[config.mk]
export PLATFORM = sky130hd
export DESIGN_NAME = pixel_gen_multi_flat
export DESIGN_NICKNAME = d
export VERILOG_FILES = /design/src/rtl/pixel_gen_multi_if.sv /design/src/rtl/pixel_gen_multi.sv /design/src/flat_wrapper.sv
export SDC_FILE = /design/constraint.sdc
export NUM_CORES = 1
export LEC_CHECK = 0
export BUFFER_PORTS_ARGS = -buffer_cell sky130_fd_sc_hd__buf_2
export CORE_MARGIN = 4
export CORE_UTILIZATION = 50
export CTS_CLUSTER_SIZE = 20
export DETAILED_ROUTE_END_ITERATION = 16
export PLACE_DENSITY = 0.78
export SLEW_MARGIN = 15
export SYNTH_ARGS = -nofsm -noshare
export SYNTH_HDL_FRONTEND = slang
export SYNTH_SLANG_ARGS = --single-unit
[constraint.sdc]
create_clock -name clk_div -period 2.5 [get_ports clk_div]
set_clock_uncertainty 0.05 [all_clocks]
set_input_delay 0.5 -clock clk_div [delete_from_list [all_inputs] [get_ports clk_div]]
set_output_delay 0.5 -clock clk_div [all_outputs]
set_load 0.05 [all_outputs]
[src/rtl/pixel_gen_multi_if.sv]
// Pixel-side bus of pixel_gen_multi: scan position, sprite positions, game
// control in; registered colour and collision status out.
interface pixel_gen_multi_if #(
   parameter int NUM_PIPES = 3
);
   logic                      start;
   logic                      frame_start;
   logic                      video_on;
   logic [9:0]                pixel_x;
   logic [9:0]                pixel_y;
   logic [9:0]                bird_x;
   logic [9:0]                bird_y;
   logic [10*NUM_PIPES-1:0]   pipe_x;
   logic [10*NUM_PIPES-1:0]   pipe_y_up;
   logic [NUM_PIPES-1:0]      pipe_en;
   logic [3:0]                red;
   logic [3:0]                green;
   logic [3:0]                blue;
   logic                      collision;
   logic                      hit_pulse;

   modport master (
      output start, frame_start, video_on, pixel_x, pixel_y,
             bird_x, bird_y, pipe_x, pipe_y_up, pipe_en,
      input  red, green, blue, collision, hit_pulse
   );

   modport slave (
      input  start, frame_start, video_on, pixel_x, pixel_y,
             bird_x, bird_y, pipe_x, pipe_y_up, pipe_en,
      output red, green, blue, collision, hit_pulse
   );
endinterface

[src/rtl/pixel_gen_multi.sv]
// Two-stage pixel generator: bird sprite, NUM_PIPES pipe pairs and background,
// with per-frame shadowed positions, collision detection and IDLE/RUN/HIT FSM.
module pixel_gen_multi #(
   parameter int          NUM_PIPES    = 3,
   parameter int          PIPE_W       = 40,
   parameter int          GAP_H        = 80,
   parameter int          BIRD_SIZE    = 20,
   parameter int          H_RES        = 640,
   parameter int          V_RES        = 480,
   parameter int          FLASH_FRAMES = 8,
   parameter logic [11:0] BIRD_RGB     = 12'hF00,
   parameter logic [11:0] PIPE_RGB     = 12'h0F0,
   parameter logic [11:0] BG_RGB       = 12'h000
) (
   input  logic              clk_div,
   input  logic              rst_n,
   pixel_gen_multi_if.slave  bus
);

   if (NUM_PIPES < 1 || NUM_PIPES > 8 || H_RES < 1 || H_RES > 1024 ||
       V_RES < 1 || V_RES > 1024 || FLASH_FRAMES < 1) begin : g_param_check
      $error("pixel_gen_multi: parameter out of range");
   end

   localparam logic [10:0] BIRD11  = 11'(BIRD_SIZE);
   localparam logic [10:0] PIPEW11 = 11'(PIPE_W);
   localparam logic [10:0] GAP11   = 11'(GAP_H);
   localparam logic [10:0] VRES11  = 11'(V_RES);
   localparam int          FCW     = (FLASH_FRAMES > 1) ? $clog2(FLASH_FRAMES) : 1;
   localparam logic [FCW-1:0] FLASH_LAST = FCW'(FLASH_FRAMES - 1);

   typedef enum logic [1:0] {ST_IDLE, ST_RUN, ST_HIT} state_e;

   // Shadow copies of the sprite positions
   logic [9:0]              bx_q, bx_d, by_q, by_d;
   logic [10*NUM_PIPES-1:0] px_q, px_d, pyu_q, pyu_d;
   logic [NUM_PIPES-1:0]    pen_q, pen_d;

   // Pipeline
   logic                    bird_hit_q, bird_hit_d;
   logic [NUM_PIPES-1:0]    pipe_hit_q, pipe_hit_d;
   logic                    von1_q, von1_d;
   logic [11:0]             rgb_q, rgb_d;

   // Control
   state_e                  state_q, state_d;
   logic                    coll_frame_q, coll_frame_d;
   logic [FCW-1:0]          flash_q, flash_d;
   logic                    bird_vis_q, bird_vis_d;
   logic                    hit_pulse_q, hit_pulse_d;

   logic [10:0]             x11, y11, bx11, by11, px11, py11;
   logic                    any_pipe, floor_hit, coll_set;

   always_comb begin
      bx_d  = bx_q;
      by_d  = by_q;
      px_d  = px_q;
      pyu_d = pyu_q;
      pen_d = pen_q;
      if (bus.frame_start) begin
         bx_d  = bus.bird_x;
         by_d  = bus.bird_y;
         px_d  = bus.pipe_x;
         pyu_d = bus.pipe_y_up;
         pen_d = bus.pipe_en;
      end
   end

   // Stage 1: per-object hit tests; all bound sums carried in 11 bits
   always_comb begin
      x11  = {1'b0, bus.pixel_x};
      y11  = {1'b0, bus.pixel_y};
      bx11 = {1'b0, bx_q};
      by11 = {1'b0, by_q};
      px11 = '0;
      py11 = '0;
      bird_hit_d = (x11 >= bx11) && (x11 < bx11 + BIRD11) &&
                   (y11 >= by11) && (y11 < by11 + BIRD11);
      pipe_hit_d = '0;
      for (int unsigned i = 0; i < NUM_PIPES; i++) begin
         px11 = {1'b0, px_q[10*i +: 10]};
         py11 = {1'b0, pyu_q[10*i +: 10]};
         pipe_hit_d[i] = pen_q[i] && (x11 >= px11) && (x11 < px11 + PIPEW11) &&
                         ((y11 < py11) || ((y11 >= py11 + GAP11) && (y11 < VRES11)));
      end
      von1_d = bus.video_on;
   end

   // Stage 2: colour priority bird > pipe > background
   always_comb begin
      any_pipe = |pipe_hit_q;
      rgb_d    = '0;
      if (von1_q) begin
         rgb_d = BG_RGB;
         if (state_q != ST_IDLE) begin
            if (bird_hit_q && bird_vis_q) begin
               rgb_d = BIRD_RGB;
            end else if (any_pipe) begin
               rgb_d = PIPE_RGB;
            end
         end
      end
   end

   // Clear on frame_start, but a same-cycle set still lands
   always_comb begin
      floor_hit    = (by11 + BIRD11) > VRES11;
      coll_set     = (state_q == ST_RUN) &&
                     ((von1_q && bird_hit_q && any_pipe) || floor_hit);
      coll_frame_d = coll_frame_q;
      if (bus.frame_start) begin
         coll_frame_d = 1'b0;
      end
      if (coll_set) begin
         coll_frame_d = 1'b1;
      end
   end

   always_comb begin
      state_d     = state_q;
      hit_pulse_d = 1'b0;
      flash_d     = flash_q;
      bird_vis_d  = bird_vis_q;
      if (bus.frame_start) begin
         case (state_q)
            ST_IDLE: begin
               if (bus.start) begin
                  state_d = ST_RUN;
               end
            end
            ST_RUN: begin
               if (coll_frame_q) begin
                  state_d     = ST_HIT;
                  hit_pulse_d = 1'b1;
                  flash_d     = '0;
                  bird_vis_d  = 1'b1;
               end else if (!bus.start) begin
                  state_d = ST_IDLE;
               end
            end
            ST_HIT: begin
               if (!bus.start) begin
                  state_d    = ST_IDLE;
                  flash_d    = '0;
                  bird_vis_d = 1'b1;
               end else if (flash_q == FLASH_LAST) begin
                  flash_d    = '0;
                  bird_vis_d = !bird_vis_q;
               end else begin
                  flash_d = flash_q + 1'b1;
               end
            end
            default: begin
               state_d    = ST_IDLE;
               flash_d    = '0;
               bird_vis_d = 1'b1;
            end
         endcase
      end
   end

   always_ff @(posedge clk_div or negedge rst_n) begin
      if (!rst_n) begin
         bx_q         <= '0;
         by_q         <= '0;
         px_q         <= '0;
         pyu_q        <= '0;
         pen_q        <= '0;
         bird_hit_q   <= 1'b0;
         pipe_hit_q   <= '0;
         von1_q       <= 1'b0;
         rgb_q        <= '0;
         state_q      <= ST_IDLE;
         coll_frame_q <= 1'b0;
         flash_q      <= '0;
         bird_vis_q   <= 1'b1;
         hit_pulse_q  <= 1'b0;
      end else begin
         bx_q         <= bx_d;
         by_q         <= by_d;
         px_q         <= px_d;
         pyu_q        <= pyu_d;
         pen_q        <= pen_d;
         bird_hit_q   <= bird_hit_d;
         pipe_hit_q   <= pipe_hit_d;
         von1_q       <= von1_d;
         rgb_q        <= rgb_d;
         state_q      <= state_d;
         coll_frame_q <= coll_frame_d;
         flash_q      <= flash_d;
         bird_vis_q   <= bird_vis_d;
         hit_pulse_q  <= hit_pulse_d;
      end
   end

   assign bus.red       = rgb_q[11:8];
   assign bus.green     = rgb_q[7:4];
   assign bus.blue      = rgb_q[3:0];
   assign bus.collision = (state_q == ST_HIT);
   assign bus.hit_pulse = hit_pulse_q;

endmodule

[src/flat_wrapper.sv]
// flat-port wrapper written by rule: the top's interface ports become plain ports
module pixel_gen_multi_flat 
#(
   parameter int          NUM_PIPES    = 3,
   parameter int          PIPE_W       = 40,
   parameter int          GAP_H        = 80,
   parameter int          BIRD_SIZE    = 20,
   parameter int          H_RES        = 640,
   parameter int          V_RES        = 480,
   parameter int          FLASH_FRAMES = 8,
   parameter logic [11:0] BIRD_RGB     = 12'hF00,
   parameter logic [11:0] PIPE_RGB     = 12'h0F0,
   parameter logic [11:0] BG_RGB       = 12'h000
)
  (clk_div, rst_n, bus_start, bus_frame_start, bus_video_on, bus_pixel_x, bus_pixel_y, bus_bird_x, bus_bird_y, bus_pipe_x, bus_pipe_y_up, bus_pipe_en, bus_red, bus_green, bus_blue, bus_collision, bus_hit_pulse);
  pixel_gen_multi_if #(.NUM_PIPES(NUM_PIPES)) bus_i ();
  input  logic clk_div;
  input  logic rst_n;
  input wire logic [$bits(bus_i.start)-1:0] bus_start;
  input wire logic [$bits(bus_i.frame_start)-1:0] bus_frame_start;
  input wire logic [$bits(bus_i.video_on)-1:0] bus_video_on;
  input wire logic [$bits(bus_i.pixel_x)-1:0] bus_pixel_x;
  input wire logic [$bits(bus_i.pixel_y)-1:0] bus_pixel_y;
  input wire logic [$bits(bus_i.bird_x)-1:0] bus_bird_x;
  input wire logic [$bits(bus_i.bird_y)-1:0] bus_bird_y;
  input wire logic [$bits(bus_i.pipe_x)-1:0] bus_pipe_x;
  input wire logic [$bits(bus_i.pipe_y_up)-1:0] bus_pipe_y_up;
  input wire logic [$bits(bus_i.pipe_en)-1:0] bus_pipe_en;
  output wire logic [$bits(bus_i.red)-1:0] bus_red;
  output wire logic [$bits(bus_i.green)-1:0] bus_green;
  output wire logic [$bits(bus_i.blue)-1:0] bus_blue;
  output wire logic [$bits(bus_i.collision)-1:0] bus_collision;
  output wire logic [$bits(bus_i.hit_pulse)-1:0] bus_hit_pulse;
  assign bus_i.start = bus_start;
  assign bus_i.frame_start = bus_frame_start;
  assign bus_i.video_on = bus_video_on;
  assign bus_i.pixel_x = bus_pixel_x;
  assign bus_i.pixel_y = bus_pixel_y;
  assign bus_i.bird_x = bus_bird_x;
  assign bus_i.bird_y = bus_bird_y;
  assign bus_i.pipe_x = bus_pipe_x;
  assign bus_i.pipe_y_up = bus_pipe_y_up;
  assign bus_i.pipe_en = bus_pipe_en;
  assign bus_red = bus_i.red;
  assign bus_green = bus_i.green;
  assign bus_blue = bus_i.blue;
  assign bus_collision = bus_i.collision;
  assign bus_hit_pulse = bus_i.hit_pulse;
  pixel_gen_multi #(.NUM_PIPES(NUM_PIPES), .PIPE_W(PIPE_W), .GAP_H(GAP_H), .BIRD_SIZE(BIRD_SIZE), .H_RES(H_RES), .V_RES(V_RES), .FLASH_FRAMES(FLASH_FRAMES), .BIRD_RGB(BIRD_RGB), .PIPE_RGB(PIPE_RGB), .BG_RGB(BG_RGB)) u_core (.clk_div(clk_div), .rst_n(rst_n), .bus(bus_i));
endmodule
==> qor.yml, run 1 <==
timing:
  slew_viol_final: 0
  worst_slew_pin_slew_ps: 526.3
  hold_viol_final: 0
  post-route-period-util: 0.9417
  slew_headroom: 0.6464
  tns_ps: 0
  fmax_mhz: 424.8
  setup_viol: 0
  rsz0062_at_grt: "no"
  fin_crit_ps: 2354
critical_path:
  critPathArrivalTime_ps: 2560
  crit_slowest_cell: "or4_4"
  path_class: "reg2reg"
  cp_slowest_stage_delay_ps: 550
  crit_chain: "ha_2 > o21ai_1 > xnor2_1 > ha_1 > or4_4 > a211oi_1 > o32ai_1 > and3b_1"
  cp-start-kind: "flop"
  end_kind: "flop"
  cp_max_fo: 4
  reg2reg_from: "u_core.pyu_q[14]$_DFFE_PN0P_"
  critPathLaunch: "u_core.pyu_q[14]$_DFFE_PN0P_"
  required_ps: 2700
floorplanning:
  die_h_um: 131.0
  ios: 122
  initial_utilization: 0.5147
  placementRows: 44
  die_area_mm2: 0.01716
  core_mm2: 0.01470
  die_w_um: 131.0
synth:
  syn_area_per_cell_um2: 9.007
  netlist_area_mm2: 0.007566
  ys_warn_count: 0
  ys_seq_area_frac: 0.3243
  synthFlopType: "dfrtp_1"
  ys_types: 59
  synthesis.instances: 840
  synth_edf_count: 0
  synth_async_sr_flop_share: 1.000
  ys_ff_latch: 98
min_path:
  hold_start: "bus_video_on"
  hold_path_class: "in2reg"
pwr:
  vdd_drop_max_mv: 0.3715
  combPwrFrac: 0.318
  pwr-share-seq: 0.393
  switching_power_uw: 1595
  power_density_mw_per_mm2: 542.7
  p_sw_frac: 0.3390
  clkPwrFrac: 0.289
  power.internal_uw: 3111
  p_leak_uw: 0.004408
cells_and_area:
  final_cell_mix: "144 x ha_1, 115 x buf_2, 112 x o21ai_0"
  drive_above_1_share: 0.1769
  multi_input_area_mm2: 0.004661
  final_core_utilization: 0.5900
  nets: 1210
  antenna_cells: 0
  layout_commonest_cell: "ha_1"
  areaGrowthSynthToFinish_pct: 14.62
  fillCellCount: 1321
  seqCellArea_mm2: 0.002454
grt:
  grt.total_usage: 0.2223
  grt_max_degree: 58
  grt_overflow: 0
  grt_pass1_wl_mm: 29.90
  antenna_found_initial: 1
  grt_pass1_vias: 6477
cts:
  numCtsBuffers: 9
  h-tree-depth: 3
  cts_tree: "yes"
  cts.reportedPaths.clkPinSlew_ps: 70
  cts_sinks: 98
  cts_max_path_buffers: 2
  clkLatencyLatePin_ps: 360
  cts-root-buf: "clkbuf_16"
place:
  dp_hpwl_mm: 14.19
  port_buffers: 117
  place_congestion: 0.8563
run_status:
  status: "complete, no violations"
detailed_routing:
  drt_iter0_markers: 248
  wire_per_inst_um: 16.09
  dr_total_vias: 6391
  drc: 0
  dr.pass1.iters: 4
  wl_mm: 18.43
  ant_nets: 0
  vias_per_cell: 5.582
run:
  maxCapViolations: 0
-- cell usage after synthesis (14+ instances only) --
cell type / number / share of area
o21ai_0: 113 / 0.075
xnor2_1: 30 / 0.035
clkbuf_1: 17 / 0.0084
nor3_1: 17 / 0.011
nor2_1: 20 / 0.0099
ha_1: 146 / 0.24
dfrtp_1: 97 / 0.32
nand2_1: 96 / 0.048
a21o_1: 15 / 0.015
a21oi_1: 43 / 0.028
nand2b_1: 14 / 0.012
inv_1: 90 / 0.045
-- area by class of cell --
class                           instances  area share
Timing Repair Buffer                  130     0.08108
Clock buffer                           12     0.02958
Sequential cell                        98      0.2829
Inverter                               91     0.03939
Multi-Input combinational cell        626      0.5374
Tap cell                              184     0.02655
Clock inverter                          4    0.003030
-- metal layers --
metal  routed length, um  track usage  vias up
li1                    -            -     3197
met1                7982       0.2666     3015
met2                8935       0.3865      142
met3                 976      0.04756       35
met4                 518      0.09074        2
met5                  12            0        -
-- per-stage QoR --
stage	hold WS [ps]	setup slack, ps	instance area [um2]	instances	total power [uW]
3_3_place_gp	258.9	144.1	8349	1127	3289
4_1_cts	179.5	58.78	8642	1144	4733
5_1_grt	183.6	24.13	8672	1145	5039
2_1_floorplan	154.4	272.4	7577	843	2888
6_report	193.8	145.9	8672	1145	4706
3_5_place_dp	259.7	79.30	8349	1127	3346
-- sequential cells by signal (all words and copies together), names as in the netlist, 2 cells and up --
signal / flops
u_core.pyu_q: 30
u_core.flash_q: 3
u_core.state_q: 2
u_core.by_q: 10
u_core.bx_q: 10
u_core.rgb_q: 2
u_core.px_q: 30
u_core.pipe_hit_q: 3
u_core.pen_q: 3
-- logic make-up after synthesis --
family / after synthesis / synth area share
AO/OA/AOI/OAI: 236 / 0.1884
XOR/XNOR: 39 / 0.04614
adder cells (fa/ha/maj): 146 / 0.2414
buffers and inverters: 119 / 0.06416
flip-flops: 98 / 0.3243
multiplexers: 12 / 0.01786
other: 1 / 0.0004956
AND/OR/NAND/NOR: 189 / 0.1172
-- path summary, 6_finish.rpt --
check,endpoint,slack [ps],depth (start not counted)
setup / recovery,u_core.pipe_hit_q[1]$_DFF_PN0_,150,8
hold / removal,u_core.von1_q$_DFF_PN0_,190,1
setup reg to reg,u_core.pipe_hit_q[1]$_DFF_PN0_,150,8
hold reg to reg,u_core.flash_q[2]$_DFFE_PN0P_,440,2
max in group asynchronous,u_core.bird_vis_q$_DFFE_PN1P_,1280,3
min in group asynchronous,u_core.px_q[8]$_DFFE_PN0P_,420,2
-- worst max-delay path, delay by kind of cell (launching register included) --
| kind | cells | cell delay (ps) |
|---|---|---|
| AOI/OAI and AO/OA | 3 | 520 |
| xor gates and xnor gates | 1 | 80 |
| adders and majority gates | 2 | 420 |
| DFF | 1 | 430 |
| and+or+nand+nor | 2 | 740 |
-- power groups by stage --
stage	logic, uW	registers (uW)	clock network, uW
after floorplan	1030	1860	0
after global placement	1420	1870	0
after detailed placement	1470	1870	0
after CTS	1490	1850	1400
after global routing	1720	1870	1450
final	1500	1850	1360
-- what timing repair did --
item | 4_1_cts | 5_1_grt
gates resized for setup | 0 | 7
setup endpoints to repair | 0 | 2
setup buffers | 0 | 1
hold buffers | 1 | 0
hold endpoints to repair | 3 | 0
No activity file was read; power rests on OpenSTA's default activity.
==> run 2: changes to the inputs <==
CORE_ASPECT_RATIO = 1.4   (was unset)
PLACE_DENSITY = 0.81   (was 0.78)
clock period = 1.95 ns   (was 2.5 ns; I/O delays follow)
==> run 2 against run 1 <==
Net effect: the flow now finishes with violations (negative setup slack); die area increased by 0.17%; clock power increased by 26%; total power increased by 37%; register-to-register slack got worse by 440 ps; via count increased by 7.5%; non-clock buffer count increased by 91; largest cell class unchanged.
==> qor.yml, run 2 (synthesis results as in run 1) <==
timing:
  layout_setup_ws_ps: -296.3  # -442.2 ps
  hold_viol_final: 0  # unchanged
  setup_viol: 4  # +4
  fin_crit_ps: 2246  # -107.8 ps
  fmax_mhz: 445.2  # +4.8%
  rsz0062_at_grt: "yes"
  post-route-period-util: 1.152  # +0.2103
  tns_ps: -816.3  # -816.3 ps
  slew_viol_final: 0  # unchanged
run_status:
  violations: "negative setup slack"
  status: "complete, but fails checks"
run:
  maxCapViolations: 0  # unchanged
cells_and_area:
  stdcell_count: 1241  # +8.4%
  largestRegisters: "u_core.px_q: 30 flops, u_core.pyu_q: 30 flops"
  drive_above_1_share: 0.2823  # +0.1054
  antenna_cells: 0  # unchanged
  areaGrowthSynthToFinish_pct: 26.97
  layout_commonest_cell: "ha_1"
  nets: 1301  # +7.5%
  final_cell_mix: "135 x ha_1, 115 x buf_2, 104 x o21ai_0"
floorplanning:
  die_area_mm2: 0.01719  # +0.17%
  placementRows: 52  # +18%
  initial_utilization: 0.5168  # +0.002112
  die_h_um: 153.6  # +17%
  ios: 122  # unchanged
  core_mm2: 0.01464  # -0.41%
  die_w_um: 112.0  # -15%
cts:
  cts.reportedPaths.clkPinSlew_ps: 70  # about the same
  cts_sinks: 98  # unchanged
  clkLatencyLatePin_ps: 360  # about the same
  cts_max_path_buffers: 2  # unchanged
  cts_tree: "yes"
  cts-root-buf: "clkbuf_16"
  numCtsBuffers: 9  # unchanged
  h-tree-depth: 3  # unchanged
min_path:
  hold_start: "bus_video_on"
  hold_path_class: "in2reg"
pwr:
  power.internal_uw: 4201  # +35%
  p_sw_frac: 0.3468  # +0.007861
  pwr-share-seq: 0.369  # -0.024
  power_density_mw_per_mm2: 669.5  # +23%
  clkPwrFrac: 0.267  # -0.022
  vdd_drop_max_mv: 0.3746  # +0.82%
  p_leak_uw: 0.004884  # +11%
  combPwrFrac: 0.364  # +0.046
  switching_power_uw: 2231  # +40%
detailed_routing:
  ant_nets: 0  # unchanged
  vias_per_cell: 5.537  # -0.81%
  drc: 0  # unchanged
  dr_total_vias: 6871  # +7.5%
  wire_per_inst_um: 16.28  # +1.2%
  wl_mm: 20.21  # +9.7%
  dr.pass1.iters: 5  # +1
  drt_iter0_markers: 333  # +34%
grt:
  grt_max_degree: 36  # -38%
  grt_pass1_wl_mm: 33.60  # +12%
  grt_overflow: 0  # unchanged
  grt_pass1_vias: 7342  # +13%
  grt.total_usage: 0.2364  # +0.01409
  antenna_found_initial: 0  # -1
critical_path:
  critPathLaunch: "u_core.bx_q[2]$_DFFE_PN0P_"
  required_ps: 2160  # -540 ps
  critPathArrivalTime_ps: 2450  # -110 ps
  cp_max_fo: 3  # -1
  reg2reg_from: "u_core.bx_q[2]$_DFFE_PN0P_"
  cp-start-kind: "flop"
  path_class: "reg2reg"
  end_kind: "flop"
place:
  dpl.cell_count: 1220  # +8.3%
  dp_hpwl_mm: 15.80  # +11%
  place_congestion: 0.9108  # +6.4%
  port_buffers: 117  # unchanged
[run 2: cell count changes in the layout (fill, tap and decap cells not counted), moves of 3 or more]
cell / before / now
buf_4: 13 / 99
ha_1: 144 / 135
ha_2: 2 / 10
o21ai_0: 112 / 104
buf_12: 1 / 6
a21oi_1: 41 / 37
a21oi_2: 3 / 7
o21ai_1: 1 / 5
o21ai_2: 0 / 4
nor3_1: 17 / 14
nor3_2: 0 / 3
[run 2: area by class of cell]
| class | count | area, um2 |
|---|---|---|
| tap | 189 | 236.5 |
| clock buffer | 10 | 229.0 |
| sequential | 98 | 2454 |
| multi-input combinational | 626 | 4855 |
| clock inverter | 6 | 42.54 |
| timing repair buffer | 221 | 1449 |
| inverter | 91 | 341.6 |
| fill | 1188 | 5032 |
[run 2: what timing repair did]
action                                  CTS  global route
resized for setup                        17            23
hold buffers                              1             0
buffers inserted                          2             2
pin swaps                                10            13
endpoints found under the setup margin    4             4
endpoints found under the hold margin    27             0
[run 2: power by group through the flow]
stage | Sequential (uW) | Clock [uW] | Combinational (uW)
2_1_floorplan | 2380 | 0 | 1350
3_3_place_gp | 2380 | 0 | 2130
3_5_place_dp | 2390 | 0 | 2220
4_1_cts | 2360 | 1730 | 2270
5_1_grt | 2390 | 1830 | 2650
6_report | 2370 | 1720 | 2340
[run 2: layer usage]
metal,routed length (um),GRT usage
met4,723,0.1100
met1,7796,0.2602
met5,0,0
met3,780,0.03146
met2,10910,0.4445
[run 2: per-stage QoR]
step | util | worst slack [ps] | cell area (um2) | power, uW | hold slack (ps)
CTS | 0.6472 | -271.4 | 9474 | 6364 | 82.96
global route | 0.6562 | -466.5 | 9607 | 6865 | 95.59
floorplan | - | -135.4 | 7629 | 3735 | 44.41
global placement | 0.6237 | -207.6 | 9130 | 4514 | 305.7
finish | 0.6562 | -296.3 | 9607 | 6432 | 86.14
detailed placement | 0.6237 | -266.3 | 9130 | 4610 | 320.0
[run 2: worst max-delay path: stages (launching register included)]
cell       delay (ps)
dfrtp_1           410
ha_2              220
o2111ai_4         220
xnor2_2           140
ha_1              250
a21o_1            180
a21oi_2           130
nand2_1            70
a41oi_2           150
a211oi_1           70
nor4_1            260
[run 2: path summary, 6_finish.rpt]
check / end / slack (ps) / cells after the start
min in group asynchronous: u_core.flash_q[0]$_DFFE_PN0P_ / 480 / 2
max in group asynchronous: u_core.bird_vis_q$_DFFE_PN1P_ / 800 / 3
hold reg to reg: u_core.flash_q[2]$_DFFE_PN0P_ / 450 / 2
hold / removal: u_core.von1_q$_DFF_PN0_ / 90 / 1
setup / recovery: u_core.bird_hit_q$_DFF_PN0_ / -300 / 10
setup reg to reg: u_core.bird_hit_q$_DFF_PN0_ / -300 / 10
